File: src/rtl/daq_mem_arbiter.sv
// rtl/daq_mem_arbiter.sv - sample RAM arbiter between acquisition writes and host readout
//
// Purpose: shares one single-port sample RAM between the acquisition write
// path (requester A) and the host readout port (requester B). Acquisition
// normally wins ties. A hold counter makes sure a pending readout is granted
// after MAX_HOLD consecutive acquisition wins. All RAM-side and handshake
// outputs decode from the state register and the payload registers only.
//
// Build option: ARB_ROUND_ROBIN_EN. When it is defined, ties alternate
// between the two requesters, and the hold counter is not used.
//
// Ports:
//   new_clk, reset                 clock and synchronous active-high reset
//   acq_req/acq_addr/acq_wdata     write request, held until acq_gnt
//   acq_gnt                        write issued to RAM this cycle
//   rd_req/rd_addr                 readout request, held until rd_gnt
//   rd_gnt                         read issued to RAM this cycle
//   rd_data/rd_valid               captured read data and its one-cycle strobe
//   mem_en/mem_we/mem_addr/mem_wdata  RAM control
//   mem_rdata                      RAM read data, one cycle after a read enable
//   busy                           FSM is not idle
module daq_mem_arbiter #(
  parameter int AW       = 4,
  parameter int DW       = 8,
  parameter int MAX_HOLD = 4
) (
  input  logic          new_clk,
  input  logic          reset,
  input  logic          acq_req,
  input  logic [AW-1:0] acq_addr,
  input  logic [DW-1:0] acq_wdata,
  output logic          acq_gnt,
  input  logic          rd_req,
  input  logic [AW-1:0] rd_addr,
  output logic          rd_gnt,
  output logic [DW-1:0] rd_data,
  output logic          rd_valid,
  output logic          mem_en,
  output logic          mem_we,
  output logic [AW-1:0] mem_addr,
  output logic [DW-1:0] mem_wdata,
  input  logic [DW-1:0] mem_rdata,
  output logic          busy
);

  typedef enum logic [1:0] {S_IDLE, S_WR, S_RD, S_RDW} state_t;

  state_t        r_state;
  state_t        w_next_state;
  logic [AW-1:0] r_addr;
  logic [DW-1:0] r_wdata;
  logic [DW-1:0] r_rd_data;
  logic          r_rd_valid;
  logic          w_pick_acq;
  logic          w_pick_rd;

`ifdef ARB_ROUND_ROBIN_EN
  logic r_last_rd;  // 1: readout won last; resets to readout so acquisition goes first
`else
  localparam logic [2:0] LP_MAX_HOLD = 3'(MAX_HOLD);
  logic [2:0] r_hold_cnt;
`endif

  // Arbitration decision; only acted on while idle.
  always_comb begin
    w_pick_acq = 1'b0;
    w_pick_rd  = 1'b0;
    if (acq_req && rd_req) begin
`ifdef ARB_ROUND_ROBIN_EN
      if (r_last_rd) w_pick_acq = 1'b1;
      else           w_pick_rd  = 1'b1;
`else
      if (r_hold_cnt < LP_MAX_HOLD) w_pick_acq = 1'b1;
      else                          w_pick_rd  = 1'b1;
`endif
    end else if (acq_req) begin
      w_pick_acq = 1'b1;
    end else if (rd_req) begin
      w_pick_rd = 1'b1;
    end
  end

  // State register.
  always_ff @(posedge new_clk) begin
    if (reset) r_state <= S_IDLE;
    else       r_state <= w_next_state;
  end

  // Next-state logic.
  always_comb begin
    w_next_state = S_IDLE;
    case (r_state)
      S_IDLE: begin
        if (w_pick_acq)     w_next_state = S_WR;
        else if (w_pick_rd) w_next_state = S_RD;
        else                w_next_state = S_IDLE;
      end
      S_WR:    w_next_state = S_IDLE;
      S_RD:    w_next_state = S_RDW;
      S_RDW:   w_next_state = S_IDLE;
      default: w_next_state = S_IDLE;
    endcase
  end

  // Output decode from registers only.
  always_comb begin
    acq_gnt   = (r_state == S_WR);
    rd_gnt    = (r_state == S_RD);
    mem_en    = (r_state == S_WR) || (r_state == S_RD);
    mem_we    = (r_state == S_WR);
    busy      = (r_state != S_IDLE);
    mem_addr  = r_addr;
    mem_wdata = r_wdata;
    rd_data   = r_rd_data;
    rd_valid  = r_rd_valid;
  end

  // Payload, read capture and arbitration history.
  always_ff @(posedge new_clk) begin
    if (reset) begin
      r_addr     <= '0;
      r_wdata    <= '0;
      r_rd_data  <= '0;
      r_rd_valid <= 1'b0;
`ifdef ARB_ROUND_ROBIN_EN
      r_last_rd  <= 1'b1;
`else
      r_hold_cnt <= 3'd0;
`endif
    end else begin
      // The RAM data for the read issued in RD is present during RDW.
      r_rd_valid <= (r_state == S_RDW);
      if (r_state == S_RDW) r_rd_data <= mem_rdata;
      if (r_state == S_IDLE) begin
        if (w_pick_acq) begin
          r_addr  <= acq_addr;
          r_wdata <= acq_wdata;
        end else if (w_pick_rd) begin
          r_addr <= rd_addr;
        end
`ifdef ARB_ROUND_ROBIN_EN
        if (w_pick_acq)     r_last_rd <= 1'b0;
        else if (w_pick_rd) r_last_rd <= 1'b1;
`else
        // An acquisition win with rd_req present is always below the limit here.
        if (w_pick_rd || !rd_req) r_hold_cnt <= 3'd0;
        else if (w_pick_acq)      r_hold_cnt <= r_hold_cnt + 3'd1;
`endif
      end
    end
  end

endmodule
File: config.mk
export PLATFORM = sky130hd
export DESIGN_NAME = daq_mem_arbiter
export DESIGN_NICKNAME = d
export VERILOG_FILES = /design/src/rtl/daq_mem_arbiter.sv
export SDC_FILE = /design/constraint.sdc
export NUM_CORES = 1
export LEC_CHECK = 0
export BUFFER_PORTS_ARGS = -buffer_cell sky130_fd_sc_hd__buf_2
export CAP_MARGIN = 30
export CORE_UTILIZATION = 40
export DETAILED_ROUTE_END_ITERATION = 7
export HOLD_SLACK_MARGIN = 0.06
export PLACE_DENSITY = 0.81
export SYNTH_ARGS = -nofsm -noshare
export SYNTH_HDL_FRONTEND = slang
export SYNTH_SLANG_ARGS = --single-unit
export TNS_END_PERCENT = 50
File: constraint.sdc
create_clock -name new_clk -period 1.2 [get_ports new_clk]
set_input_delay 0.12 -clock new_clk [delete_from_list [all_inputs] [get_ports new_clk]]
set_output_delay 0.12 -clock new_clk [all_outputs]
set_load 0.01 [all_outputs]
# --- After elaboration in Yosys (flattened, before gate mapping) ---
# Index checks and enable logic that the tools add are counted.
word_totals:
  out_inout_bits: 26
  memories: 0
  ramBits: 0
  latch_bits: 0
  inputBits: 28
  mem_bits_ro: 0
  wordCells: 37
  register_bits: 26
op_classes:
  n_eq_ne: 3
  n_div: 0
  n_mul: 0
  bitwise_logic: 0
  n_reduce_logical: 12
  addsub: 1
  muxes: 14
  order_cmp: 1
  shifts: 0
ops:
  columns: ["op", "count"]
  rows:
  - ["4-bit 2-to-1 mux", 2]
  - ["1-bit 2-to-1 mux", 7]
  - ["3-bit 2-to-1 mux", 2]
  - ["2-bit case mux with 3 select lines", 1]
  - ["2-bit AND reduction", 3]
  - ["2-bit nonzero test", 3]
  - ["2-bit equality test (second input constant)", 2]
  - ["2-bit 2-to-1 mux", 2]
  - ["3-bit by 1-bit adder with 3-bit output (second input constant)", 1]
  - ["3-bit < comparator (second input constant)", 1]
  - ["2-bit by 1-bit equality test with 1-bit output (second input constant)", 1]
  - ["2-bit zero test", 1]
  - ["1-bit logical OR", 2]
  - ["2-bit OR reduction", 1]
  - ["1-bit logical AND", 1]
  - ["1-bit zero test", 1]

# --- Longest topological paths before layout ---
# Gate-level depths: netlist of the first run.
depth:
  ltp_word: 6
  ltp_mapped: 6
  depth_no_buf: 5

# --- Worst setup path after synthesis of the first run ---
# OpenSTA, ideal clock, no wires.
synth_path:
  path_type: "reg2reg"
  start: "register r_state[0]"
  end: "register r_hold_cnt[0]"
  path_slack_ps: -66
  path_buffers: 1
  synth_period_minus_slack_ps: 1266
  setup_time_ps: 132
  required_time_ps: 1068
  arrival_time_ps: 1134
  stages_incl_launch_ff: 7
  path_cell_list: "dfxtp_1 -> inv_1 -> ha_1 -> clkbuf_1 -> inv_1 -> nand2_1 -> a21oi_1"
synth_via:
  elab_chain_cells: 2
synth_lines:
  columns: ["element", "line", "source"]
  rows:
  - ["start, declared", "48", "state_t r_state;"]
  - ["start signal, assigned", "86", "else r_state <= w_next_state;"]
  - ["2-bit zero test", "134", "if (r_state == S_IDLE) begin"]
  - ["2-bit AND reduction (no source line)", null, null]
  - ["end signal, assigned", "147", "else if (w_pick_acq) r_hold_cnt <= r_hold_cnt + 3'd1;"]
  - ["end, declared", "61", "logic [2:0] r_hold_cnt;"]
# No other way between the ends.
# A chain may end at the register's enable or synchronous reset.

# --- Final worst setup path of the first run ---
layout_path:
  start: "register r_state[1]"
  end: "output mem_en"
layout_via:
  elab_chain_cells: 2
  word_cells_on_any_way: 3
  classes_between: "2 x eq/ne; 1 x reduce/logical"
layout_lines:
  columns: ["element", "line", "source"]
  rows:
  - ["2-bit by 1-bit equality test with 1-bit output / 2-bit equality test (equally long branches)", "109", "mem_en = (r_state == S_WR) || (r_state == S_RD);"]
  - ["1-bit logical OR *", "109", null]
  - ["end, declared", "38", "output logic mem_en,"]
# Every way passes the cells marked *; elsewhere a longest branch is shown, timed or not.

==> key figures, run 1 <==
Outcome
  – Result of the run: complete, but fails checks
  – Violations in the final reports: setup timing

Finish
  – Commonest non-fill, non-tap cells in the layout: sky130_fd_sc_hd__buf_2, sky130_fd_sc_hd__dfxtp_1, sky130_fd_sc_hd__dlygate4sd3_1, sky130_fd_sc_hd__mux2i_1, sky130_fd_sc_hd__nor2_1
  – Filler-free cell count of the finished design: approximately 220
  – Most frequent standard cell in the layout excluding fill and tap cells: sky130_fd_sc_hd__buf_2
  – Final instance area: 1800 um^2
  – P&R area growth vs syn: 59.8%
  – Core utilization of the finished layout: between 70 and 80%
  – Share of post-route cells with drive strength above 1: a little over 50%
  – Final-stage net count: 223
  – Antenna diodes: 0

Pwr
  – Net switching power: 460 uW
  – Worst vdd rail ir drop: 0.953 mV
  – Power share of the combinational group: a little over a quarter
  – Cell internal pwr: 1.28 mW
  – Power per standard cell area: ~960 nW/um^2
  – Proportion of power drawn by flip-flops and latches: between 50% and 60%
  – Post-layout power: ~1.7 mW
  – Leakage power figure: roughly 0.81 nW
  – Net switching fraction of the power: 26.5%
  – Clock network fraction of total power: 19.9%

Yosys
  – Post-synth cell types: 21
  – Yosys warnings: 0
  – Synth Cell Area: 1130 um^2
  – Post-synth net total: 149
  – Share of the yosys chip area belonging to registers: between 40% and 50%
  – Mean area per synthesized cell: between 9 and 10 um^2
  – Syn Inst Count: roughly 120
  – Synthesized flop and latch total: 26

Detailed routing
  – Count of nets left with antenna violations after detail routing: 0
  – Total via count after detailed routing: 1088
  – Average via count per standard cell: roughly 5.0
  – Violation count after the first detailed-route iteration: 6
  – DRT Pass-1 Iters: 4
  – DRC errors left: 0
  – Average wire per standard cell: 13.6 um
  – Total Routed Length: 2950 um

Clocking
  – Max clock buf depth: 2
  – CTS H-tree lvls: 1
  – TritonCTS buffer count: 3
  – Root buffer cell: sky130_fd_sc_hd__clkbuf_4
  – Clock edge transition at the registers on the reported setup and hold paths: 0.12 ns
  – Insertion delay of the later-clocked pin in the worst-skew pair: 0.31 ns
  – CTS tree: done
  – Number of sinks handled by clock tree synthesis: 26

Global route
  – Pin count of the biggest net entering global routing: 27
  – Wire length of the first global-routing pass: 4240 um
  – Global-route congestion overflow total: 0
  – Number of antenna violations at the first check in global routing: 0
  – Vias in the first global route: 1027
  – Overall routing resource usage: 20.1%

Floorplan
  – Top-Level Pins: 54
  – Die boundary height: 55.1 um
  – Width of the die: 55.1 um
  – CORE AREA: 2570 um^2
  – Site row count: 18
  – Overall die area: 3030 um^2
  – Starting Density: 43.9%

Worst setup path
  – Dominant cell type by count on the critical path: sky130_fd_sc_hd__buf_6
  – Reg2Reg Setup Slack: -0.02 ns
  – Worst setup path startpoint: r_state[1]
  – Data arrival time of the critical path: 1.18 ns
  – Timing endpoint of the critical path: mem_en
  – Reg-to-Reg Start: r_state[0]
  – Highest fanout seen on the critical path: 2
  – Required @ worst endpoint: 1.08 ns
  – Worst flop-to-flop path endpoint: mem_wdata[2]
  – Standard cell with the maximum stage delay on the critical path: sky130_fd_sc_hd__dfxtp_2
  – Largest stage delay, worst path: 0.35 ns
  – Start-to-end type of the worst setup path: reg -> out
  – Ordered cell list for the critical path: inv_2 -> buf_6 -> ha_4 -> buf_6
  – Cell depth of the worst flop-to-flop path: 6
  – Startpoint class of the critical path: flop
  – Sort of element at the end of the critical path: output pin

Placement
  – Placed cell count: 193
  – Routability cong.: 0.640
  – Buffers added on ports: 53
  – Setup slack after placement: -0.0728 ns
  – Placed Area: 1430 um^2
  – Sum of net half-perimeters after detailed placement: 1770 um

Timing
  – Final critical-path required period: 1.30 ns
  – Transition at the pin with the smallest max-transition slack: 0.543 ns
  – Smallest setup slack after layout: -0.104 ns
  – Fin crit share: 109%
  – Accumulated negative setup slack: -0.324 ns
  – Max-slew headroom: between 60 and 70%
  – Maximum clock frequency: 0.767 GHz
  – Hold slack: 0.107 ns
  – Final number of setup-violating endpoints: 7
  – Final hold viol count: 0
  – Pins over their slew limit: 0
  – RSZ-0062 raised after global routing: yes
  – Clock tree skew after final layout: 0.00412 ns

Hold path
  – Min-delay worst type: in -> reg

Job
  – Max-cap viol count: 0
state kept, by name (all words and copies together) (netlist names):
register / cells
mem_wdata: 8
rd_valid: 1
r_hold_cnt: 3
rd_data: 8
r_state: 2
mem_addr: 4
layout make-up:
cell class,instances,area (um^2)
multi-input combinational,77,656
clock buffer,3,22.5
timing repair buffer,78,551
inverter,3,11.3
sequential,26,524
fill,187,766
tap,30,37.5
how the worst min path moves through the flow:
stage	start	to	depth (start not counted)
2_1_floorplan	mem_rdata[0]	rd_data[0]	2
3_3_place_gp	mem_rdata[6]	rd_data[6]	3
3_5_place_dp	mem_rdata[2]	rd_data[2]	3
4_1_cts	acq_wdata[2]	mem_wdata[2]	3
5_1_grt	acq_wdata[2]	mem_wdata[2]	3
6_report	acq_wdata[3]	mem_wdata[3]	3
repair_timing:
item	in CTS	in global routing
pin swaps	0	10
resized for setup	27	11
hold buffers	13	1
setup buffers	3	3
setup endpoints to repair	28	19
endpoints found under the hold margin	13	1
cloned	1	0
per-layer routing:
metal | track usage, % | share of wire (%) | vias up | wire [um]
li1 | - | - | 541 | -
met1 | 18.7 | 39 | 498 | 1160
met2 | 40.8 | 53 | 47 | 1560
met3 | 7.10 | 7.4 | 2 | 218
met4 | 4.17 | 0.34 | 0 | 10
met5 | 0 | 0 | - | 0
power by group through the flow:
stage / clock network, mW / logic, mW / registers [mW]
after global routing: 0.403 / 0.500 / 0.933
after detailed placement: 0 / 0.308 / 0.946
after global placement: 0 / 0.297 / 0.943
after floorplan: 0 / 0.165 / 0.963
final: 0.346 / 0.463 / 0.927
after CTS: 0.362 / 0.415 / 0.927
synthesized netlist by cell type:
| cell | instances | area (um^2) |
|---|---|---|
| sky130_fd_sc_hd__o21a_1 | 1 | 7.51 |
| sky130_fd_sc_hd__a21oi_1 | 13 | 65.1 |
| sky130_fd_sc_hd__and3b_1 | 1 | 8.76 |
| sky130_fd_sc_hd__ha_1 | 6 | 75.1 |
| sky130_fd_sc_hd__a211oi_1 | 4 | 30.0 |
| sky130_fd_sc_hd__buf_4 | 1 | 7.51 |
| sky130_fd_sc_hd__inv_1 | 3 | 11.3 |
| sky130_fd_sc_hd__dfxtp_1 | 26 | 521 |
| sky130_fd_sc_hd__nand3_1 | 11 | 55.1 |
| sky130_fd_sc_hd__buf_2 | 2 | 10.0 |
| sky130_fd_sc_hd__a21boi_4 | 1 | 18.8 |
| sky130_fd_sc_hd__nand2_1 | 4 | 15.0 |
| sky130_fd_sc_hd__or2b_1 | 1 | 7.51 |
| sky130_fd_sc_hd__nand3b_1 | 1 | 7.51 |
| sky130_fd_sc_hd__nor2_1 | 12 | 45.0 |
| sky130_fd_sc_hd__clkbuf_1 | 5 | 18.8 |
| sky130_fd_sc_hd__nand2b_1 | 1 | 6.26 |
| sky130_fd_sc_hd__a21bo_2 | 8 | 80.1 |
| sky130_fd_sc_hd__nor2b_1 | 1 | 6.26 |
| sky130_fd_sc_hd__buf_6 | 1 | 11.3 |
| sky130_fd_sc_hd__mux2i_1 | 12 | 120 |
critical path, delay by kind of cell, from the launching register on:
kind       cells  cell delay (ns)
fa+ha+maj      1             0.26
buf+inv        3             0.26
flops          1             0.35
cell families (layout without fill, tap and decap cells):
group | Yosys count | after routing | synth area share (%)
flip-flops | 26 | 26 | 46.2
adder cells (fa/ha/maj) | 6 | 6 | 6.66
AND/OR/NAND/NOR | 32 | 32 | 13.4
buffers and inverters | 12 | 84 | 5.22
multiplexers | 12 | 12 | 10.7
AO/OA/AOI/OAI | 27 | 27 | 17.9
(Power assumes the default switching activity.)
==> run 2: changes to the inputs <==
- ABC_AREA: default -> 1
==> key figures, run 2 <==
Global route
  – Met2 track demand over resource: 32.5% (-8.2 points)
  – Met3 Track Usage GR: 5.85% (-1.2 points)
  – Global-route congestion overflow total: 0 (unchanged)
  – Most utilized layer in the global route result: met2
  – Overall routing resource usage: 18.9% (-1.2 points)
  – Met1 Usage GRT: 21.8% (+3.0 points)
  – Number of antenna violations at the first check in global routing: 0 (unchanged)
  – Vias in the first global route: 1145 (+11%)
  – Wire length of the first global-routing pass: 4730 um (+12%)
  – Pin count of the biggest net entering global routing: 18 (-33%)

Job
  – Max-cap viol count: 0 (unchanged)

Yosys
  – Largest area contributor in the synthesized netlist: sky130_fd_sc_hd__dfxtp_1
  – Mean area per synthesized cell: 7.57 um^2 (-23%)
  – Number of enable flip-flop cells after synthesis: 0 (unchanged)
  – Leading post-synthesis cells by instance count: sky130_fd_sc_hd__nor2_1, sky130_fd_sc_hd__dfxtp_1, sky130_fd_sc_hd__nand2_1
  – Synthesized flop and latch total: 26 (unchanged)
  – Leading cell type by number of instances after synthesis: sky130_fd_sc_hd__nor2_1
  – Async S/R FF share, synth: 0% (unchanged)
  – Top cell type's share of synthesized area: 45.9% (-0.31 points)
  – Syn Inst Count: 150 (+30%)
  – Post-synth cell types: 18 (-14%)
  – Yosys warnings: 0 (unchanged)
  – Share of the yosys chip area belonging to registers: 45.9% (-0.31 points)
  – Synth Cell Area: 1130 um^2 (+0.67%)
  – Most common flop cell mapped by yosys: sky130_fd_sc_hd__dfxtp_1
  – Post-synth net total: 184 (+23%)
  – Top post-synthesis cells by area: sky130_fd_sc_hd__dfxtp_1, sky130_fd_sc_hd__nor2_1, sky130_fd_sc_hd__nand2_1, sky130_fd_sc_hd__ha_1, sky130_fd_sc_hd__o21ai_0

Timing
  – Max-slew headroom: 78.1% (+14 points)
  – Pins over their slew limit: 0 (unchanged)
  – Maximum clock frequency: 0.764 GHz (-0.36%)
  – Transition at the pin with the smallest max-transition slack: 0.328 ns (-0.215 ns)
  – Clock tree skew after final layout: 0.0115 ns (+0.00733 ns)
  – Final critical-path required period: 1.31 ns (+0.00468 ns)
  – RSZ-0062 raised after global routing: yes
  – Fin crit share: 109% (+0.39 points)
  – Final number of setup-violating endpoints: 17 (+10)
  – Hold slack: 0.110 ns (+0.00373 ns)
  – Final hold viol count: 0 (unchanged)
  – Smallest setup slack after layout: -0.109 ns (-0.00468 ns)

Clocking
  – CTS tree: done
  – TritonCTS buffer count: 3 (unchanged)
  – Clock edge transition at the registers on the reported setup and hold paths: 0.14 ns (+0.02 ns)
  – CTS H-tree lvls: 1 (unchanged)
  – Insertion delay of the later-clocked pin in the worst-skew pair: 0.32 ns (about the same)
  – Root buffer cell: sky130_fd_sc_hd__clkbuf_4
  – Max clock buf depth: 2 (unchanged)
  – Number of sinks handled by clock tree synthesis: 26 (unchanged)

Finish
  – P&R area growth vs syn: 48.4%
  – Share of post-route cells with drive strength above 1: 37.6% (-14 points)
  – Final instance area: 1680 um^2 (-6.5%)
  – Commonest non-fill, non-tap cells in the layout: sky130_fd_sc_hd__buf_2, sky130_fd_sc_hd__nor2_1, sky130_fd_sc_hd__dfxtp_1, sky130_fd_sc_hd__nand2_1, sky130_fd_sc_hd__dlygate4sd3_1
  – Filler-free cell count of the finished design: 248 (+14%)
  – Multi-input gate area: 572 um^2 (-13%)
  – Most frequent standard cell in the layout excluding fill and tap cells: sky130_fd_sc_hd__buf_2
  – Antenna diodes: 0 (unchanged)
  – Combined flip-flop and latch cell area: 523 um^2 (-0.24%)
  – Final-stage net count: 253 (+13%)
  – Layout filler cell count: 226 (+21%)

Pwr
  – Post-layout power: 1.94 mW (+12%)
  – Power per standard cell area: 1150 nW/um^2 (+20%)
  – Leakage power figure: 0.870 nW (+6.9%)
  – Worst vdd rail ir drop: 1.18 mV (+24%)

Hold path
  – Min-delay worst type: in -> reg
  – Hold Startpoint: rd_req

Worst setup path
  – Start-to-end type of the worst setup path: reg -> out
  – Required @ worst endpoint: 1.08 ns (about the same)
  – Sort of element at the end of the critical path: output pin
  – Data arrival time of the critical path: 1.19 ns (about the same)
  – Startpoint class of the critical path: flop
  – Reg-to-Reg Start: r_state[1]
  – Highest fanout seen on the critical path: 2 (unchanged)
  – Worst setup path startpoint: r_state[1]

Floorplan
  – Starting Density: 44.2% (+0.29 points)
  – Overall die area: 3050 um^2 (+0.65%)
  – Top-Level Pins: 54 (unchanged)
  – Width of the die: 55.3 um (+0.33%)
  – CORE AREA: 2570 um^2 (unchanged)
  – Die boundary height: 55.3 um (+0.33%)
  – Site row count: 18 (unchanged)

Outcome
  – Violations in the final reports: setup timing
  – Result of the run: complete, but fails checks

Placement
  – Setup slack after placement: -0.0490 ns (+0.0239 ns)
  – Buffers added on ports: 53 (unchanged)
  – Placed cell count: 235 (+22%)
  – Routability cong.: 0.751 (+17%)
  – Placed Area: 1460 um^2 (+2.4%)
  – Sum of net half-perimeters after detailed placement: 1880 um (+6.3%)

Detailed routing
  – DRC errors left: 0 (unchanged)
  – Total via count after detailed routing: 1187 (+9.1%)
  – DRT Pass-1 Iters: 4 (unchanged)
  – Total Routed Length: 2790 um (-5.5%)
  – Count of nets left with antenna violations after detail routing: 0 (unchanged)
  – Average wire per standard cell: 11.2 um (-17%)
  – Violation count after the first detailed-route iteration: 38 (+32)
  – Average via count per standard cell: 4.79 (-4.5%)
==> run 2: cell count changes after synthesis, sizes merged, moves of 5 or more <==
cell / before / now
nor2: 12 / 42
nand2: 4 / 22
mux2i: 12 / 0
o21ai: 0 / 12
a21bo: 8 / 0
inv: 3 / 11
nand3b: 1 / 8
clkbuf: 5 / 0
nand3: 11 / 6
==> run 2: path summary, 6_finish.rpt <==
path	end	slack (ns)	depth (start not counted)
setup / recovery	mem_en	-0.11	4
hold / removal	r_state[1]	0.11	3
setup reg to reg	mem_wdata[5]	-0.07	6
hold reg to reg	r_hold_cnt[1]	0.48	2
==> run 2: stage by stage <==
stage          util [%]  setup TNS [ns]
2_1_floorplan         -               0
3_3_place_gp       56.8          -0.134
3_5_place_dp       56.8          -0.417
4_1_cts            64.9          -0.868
5_1_grt            65.6           -2.40
6_report           65.6          -0.974
==> run 2: cells by family after synthesis <==
family,synth area share [%]
buffers and inverters,6.95
AOI/OAI and AO/OA,11.0
DFF,45.9
and+or+nand+nor,29.5
adders and majority gates,6.62
==> run 2: layout make-up <==
type	count	area share, %
multi-input combinational	107	34.0
sequential	26	31.1
timing repair buffer	69	26.7
inverter	12	2.90
tap	30	2.23
clock inverter	1	1.78
clock buffer	3	1.34
==> run 2: where the power goes <==
group	internal, mW	leakage, nW	switching, mW	total, mW
Combinational	0.204	0.629	0.203	0.407
Sequential	0.918	0.214	0.0261	0.944
Clock	0.338	0.0279	0.255	0.593
Total	1.46	0.870	0.484	1.94
==> run 2: repair_timing <==
item                                   4_1_cts  5_1_grt
setup buffers                                0        0
pin swaps                                    1        1
resized for setup                           18        8
endpoints found under the hold margin       13        0
hold buffers                                 9        0
setup endpoints to repair                   25       23
==> run 2: worst max-delay path: stages (launching register included) <==
cell	delay, ns
sky130_fd_sc_hd__dfxtp_2	0.36
sky130_fd_sc_hd__inv_2	0.04
sky130_fd_sc_hd__buf_6	0.11
sky130_fd_sc_hd__ha_4	0.25
sky130_fd_sc_hd__buf_6	0.09
==> run 2: layer usage <==
layer | share of wire [%] | vias to the layer above
li1 | - | 614
met1 | 44 | 517
met4 | 2.2 | 0
met3 | 6.8 | 6
met5 | 0 | -
met2 | 47 | 50
==> run 3: changes to the inputs <==
- CORE_UTILIZATION: 40 -> 45
- PLACE_DENSITY: 0.81 -> 0.86
- SKIP_CTS_REPAIR_TIMING: default -> 1
- clock period: 1.2 -> 1.4 ns (I/O delays scaled with it)
==> key figures, run 3 (synthesized netlist as in run 2, its figures left out) <==
Detailed routing
  – DRC errors left: 0 (unchanged)
  – Average via count per standard cell: 4.80 (+0.35%)
  – Total Routed Length: 2550 um (-8.6%)
  – Total via count after detailed routing: 1172 (-1.3%)
  – DRT Pass-1 Iters: 4 (unchanged)
  – Violation count after the first detailed-route iteration: 16 (-58%)
  – Average wire per standard cell: 10.5 um (-7.1%)
  – Count of nets left with antenna violations after detail routing: 0 (unchanged)

Timing
  – Fin crit share: 94.9%
  – Clock tree skew after final layout: 0.00417 ns (-0.00728 ns)
  – Final hold viol count: 0 (unchanged)
  – Final number of setup-violating endpoints: 0 (-17)
  – Transition at the pin with the smallest max-transition slack: 0.329 ns (+0.00132 ns)
  – RSZ-0062 raised after global routing: no
  – Hold slack: 0.115 ns (+0.00482 ns)
  – Final critical-path required period: between 1 and 1.5 ns
  – Max-slew headroom: 78.0% (-0.14 points)
  – Pins over their slew limit: 0 (unchanged)
  – Maximum clock frequency: 0.753 GHz

Placement
  – Placed Area: 1420 um^2 (-2.9%)
  – Placed cell count: 228 (-3.0%)
  – Routability cong.: 0.681 (-9.4%)
  – Sum of net half-perimeters after detailed placement: 1730 um (-7.9%)
  – Buffers added on ports: 53 (unchanged)

Finish
  – Commonest non-fill, non-tap cells in the layout: sky130_fd_sc_hd__buf_2, sky130_fd_sc_hd__nor2_1, sky130_fd_sc_hd__dfxtp_1, sky130_fd_sc_hd__nand2_1, sky130_fd_sc_hd__o21ai_0
  – Final-stage net count: 251 (-0.79%)
  – Filler-free cell count of the finished design: 244 (-1.6%)
  – Most frequent standard cell in the layout excluding fill and tap cells: sky130_fd_sc_hd__buf_2
  – P&R area growth vs syn: 41.6%
  – Core utilization of the finished layout: 69.9% (+4.3 points)
  – Layout filler cell count: 204 (-9.7%)
  – Final instance area: 1610 um^2 (-4.6%)
  – Antenna diodes: 0 (unchanged)
  – Share of post-route cells with drive strength above 1: 33.8% (-3.8 points)

Worst setup path
  – Highest fanout seen on the critical path: 3 (+1)
  – Worst flop-to-flop path endpoint: mem_addr[3]
  – Start-to-end type of the worst setup path: reg -> out
  – Ordered cell list for the critical path: inv_2 -> ha_1 -> buf_2
  – Startpoint class of the critical path: flop
  – Reg-to-Reg Start: r_state[1]
  – Standard cell with the maximum stage delay on the critical path: sky130_fd_sc_hd__dfxtp_2
  – Data arrival time of the critical path: 1.19 ns (about the same)
  – Reg2Reg Setup Slack: 0.13 ns (+0.20 ns)
  – Cell depth of the worst flop-to-flop path: 6 (unchanged)
  – Sort of element at the end of the critical path: output pin
  – Largest stage delay, worst path: 0.38 ns (+0.02 ns)
  – Required @ worst endpoint: 1.26 ns (+0.18 ns)
  – Worst path bufs/invs: 2 (-1)
  – Family with the most delay on the worst path: flip-flops

Global route
  – Pin count of the biggest net entering global routing: 18 (unchanged)
  – Vias in the first global route: 942 (-18%)
  – Wire length of the first global-routing pass: 3780 um (-20%)
  – Overall routing resource usage: 18.7% (-0.15 points)
  – Global-route congestion overflow total: 0 (unchanged)
  – Number of antenna violations at the first check in global routing: 0 (unchanged)

Pwr
  – Power per standard cell area: 1020 nW/um^2 (-12%)
  – Leakage power figure: 0.860 nW (-1.2%)
  – Worst vdd rail ir drop: 0.752 mV (-36%)

Clocking
  – CTS H-tree lvls: 1 (unchanged)
  – Insertion delay of the later-clocked pin in the worst-skew pair: 0.33 ns (about the same)
  – Root buffer cell: sky130_fd_sc_hd__clkbuf_4
  – Clock edge transition at the registers on the reported setup and hold paths: 0.14 ns (about the same)
  – Max clock buf depth: 2 (unchanged)
  – TritonCTS buffer count: 3 (unchanged)
  – Number of sinks handled by clock tree synthesis: 26 (unchanged)
  – CTS tree: done

Hold path
  – Hold Startpoint: acq_wdata[0]
  – Min-delay worst type: in -> reg
  – Hold path cells: 4 (+1)
  – Worst-case hold path end point: mem_wdata[0]

Floorplan
  – Starting Density: 49.4% (+5.2 points)
  – Top-Level Pins: 54 (unchanged)
  – Site row count: 17 (-1)
  – Die boundary height: 52.2 um (-5.5%)
  – Width of the die: 52.2 um (-5.5%)
  – Overall die area: 2730 um^2 (-11%)
  – CORE AREA: 2300 um^2 (-11%)

Job
  – Max-cap viol count: 0 (unchanged)

Outcome
  – Result of the run: finished clean
-- run 3: worst reg2reg max path, stage by stage (launching register included) --
cell	delay [ns]
sky130_fd_sc_hd__dfxtp_2	0.38
sky130_fd_sc_hd__inv_2	0.06
sky130_fd_sc_hd__ha_4	0.17
sky130_fd_sc_hd__nand2_1	0.17
sky130_fd_sc_hd__nand2_2	0.15
sky130_fd_sc_hd__o21ai_0	0.20
sky130_fd_sc_hd__nor2_1	0.06
-- run 3: metal layers --
layer  vias to the layer above  track usage [%]  share of wire [%]
met5                         -                0                  0
met4                         0             6.14               0.86
met3                         4             6.38                7.0
met2                        45             32.5                 47
met1                       513             21.4                 45
li1                        610                -                  -
-- run 3: layout make-up --
type | instances | area, um^2 | area share, %
sequential | 26 | 523 | 32.6
clock buffer | 3 | 22.5 | 1.40
tap | 28 | 35.0 | 2.18
multi-input combinational | 107 | 558 | 34.7
timing repair buffer | 67 | 393 | 24.5
inverter | 12 | 45.0 | 2.80
clock inverter | 1 | 30.0 | 1.87
-- run 3: metrics by stage --
stage / total power, mW / setup WS, ns / TNS, ns
3_3_place_gp: 1.09 / 0.101 / 0
6_report: 1.63 / 0.0714 / 0
5_1_grt: 1.74 / 0.00593 / 0
4_1_cts: 1.60 / -0.0204 / -0.0230
2_1_floorplan: 0.986 / 0.187 / 0
3_5_place_dp: 1.10 / 0.0263 / 0
-- run 3: how the worst max path moves through the flow --
stage | endpoint | startpoint | cells past startpoint
3_5_place_dp | mem_addr[2] | r_state[0] | 6
3_3_place_gp | mem_addr[3] | r_state[0] | 6
2_1_floorplan | mem_addr[0] | r_state[0] | 6
6_report | mem_en | r_state[1] | 3
5_1_grt | mem_en | r_state[1] | 3
4_1_cts | busy | r_state[0] | 4
-- run 3: power breakdown --
part	internal (mW)	leakage [nW]	switching, mW
clock network	0.290	0.0279	0.224
logic	0.146	0.618	0.163
registers	0.787	0.214	0.0222
total	1.22	0.860	0.410
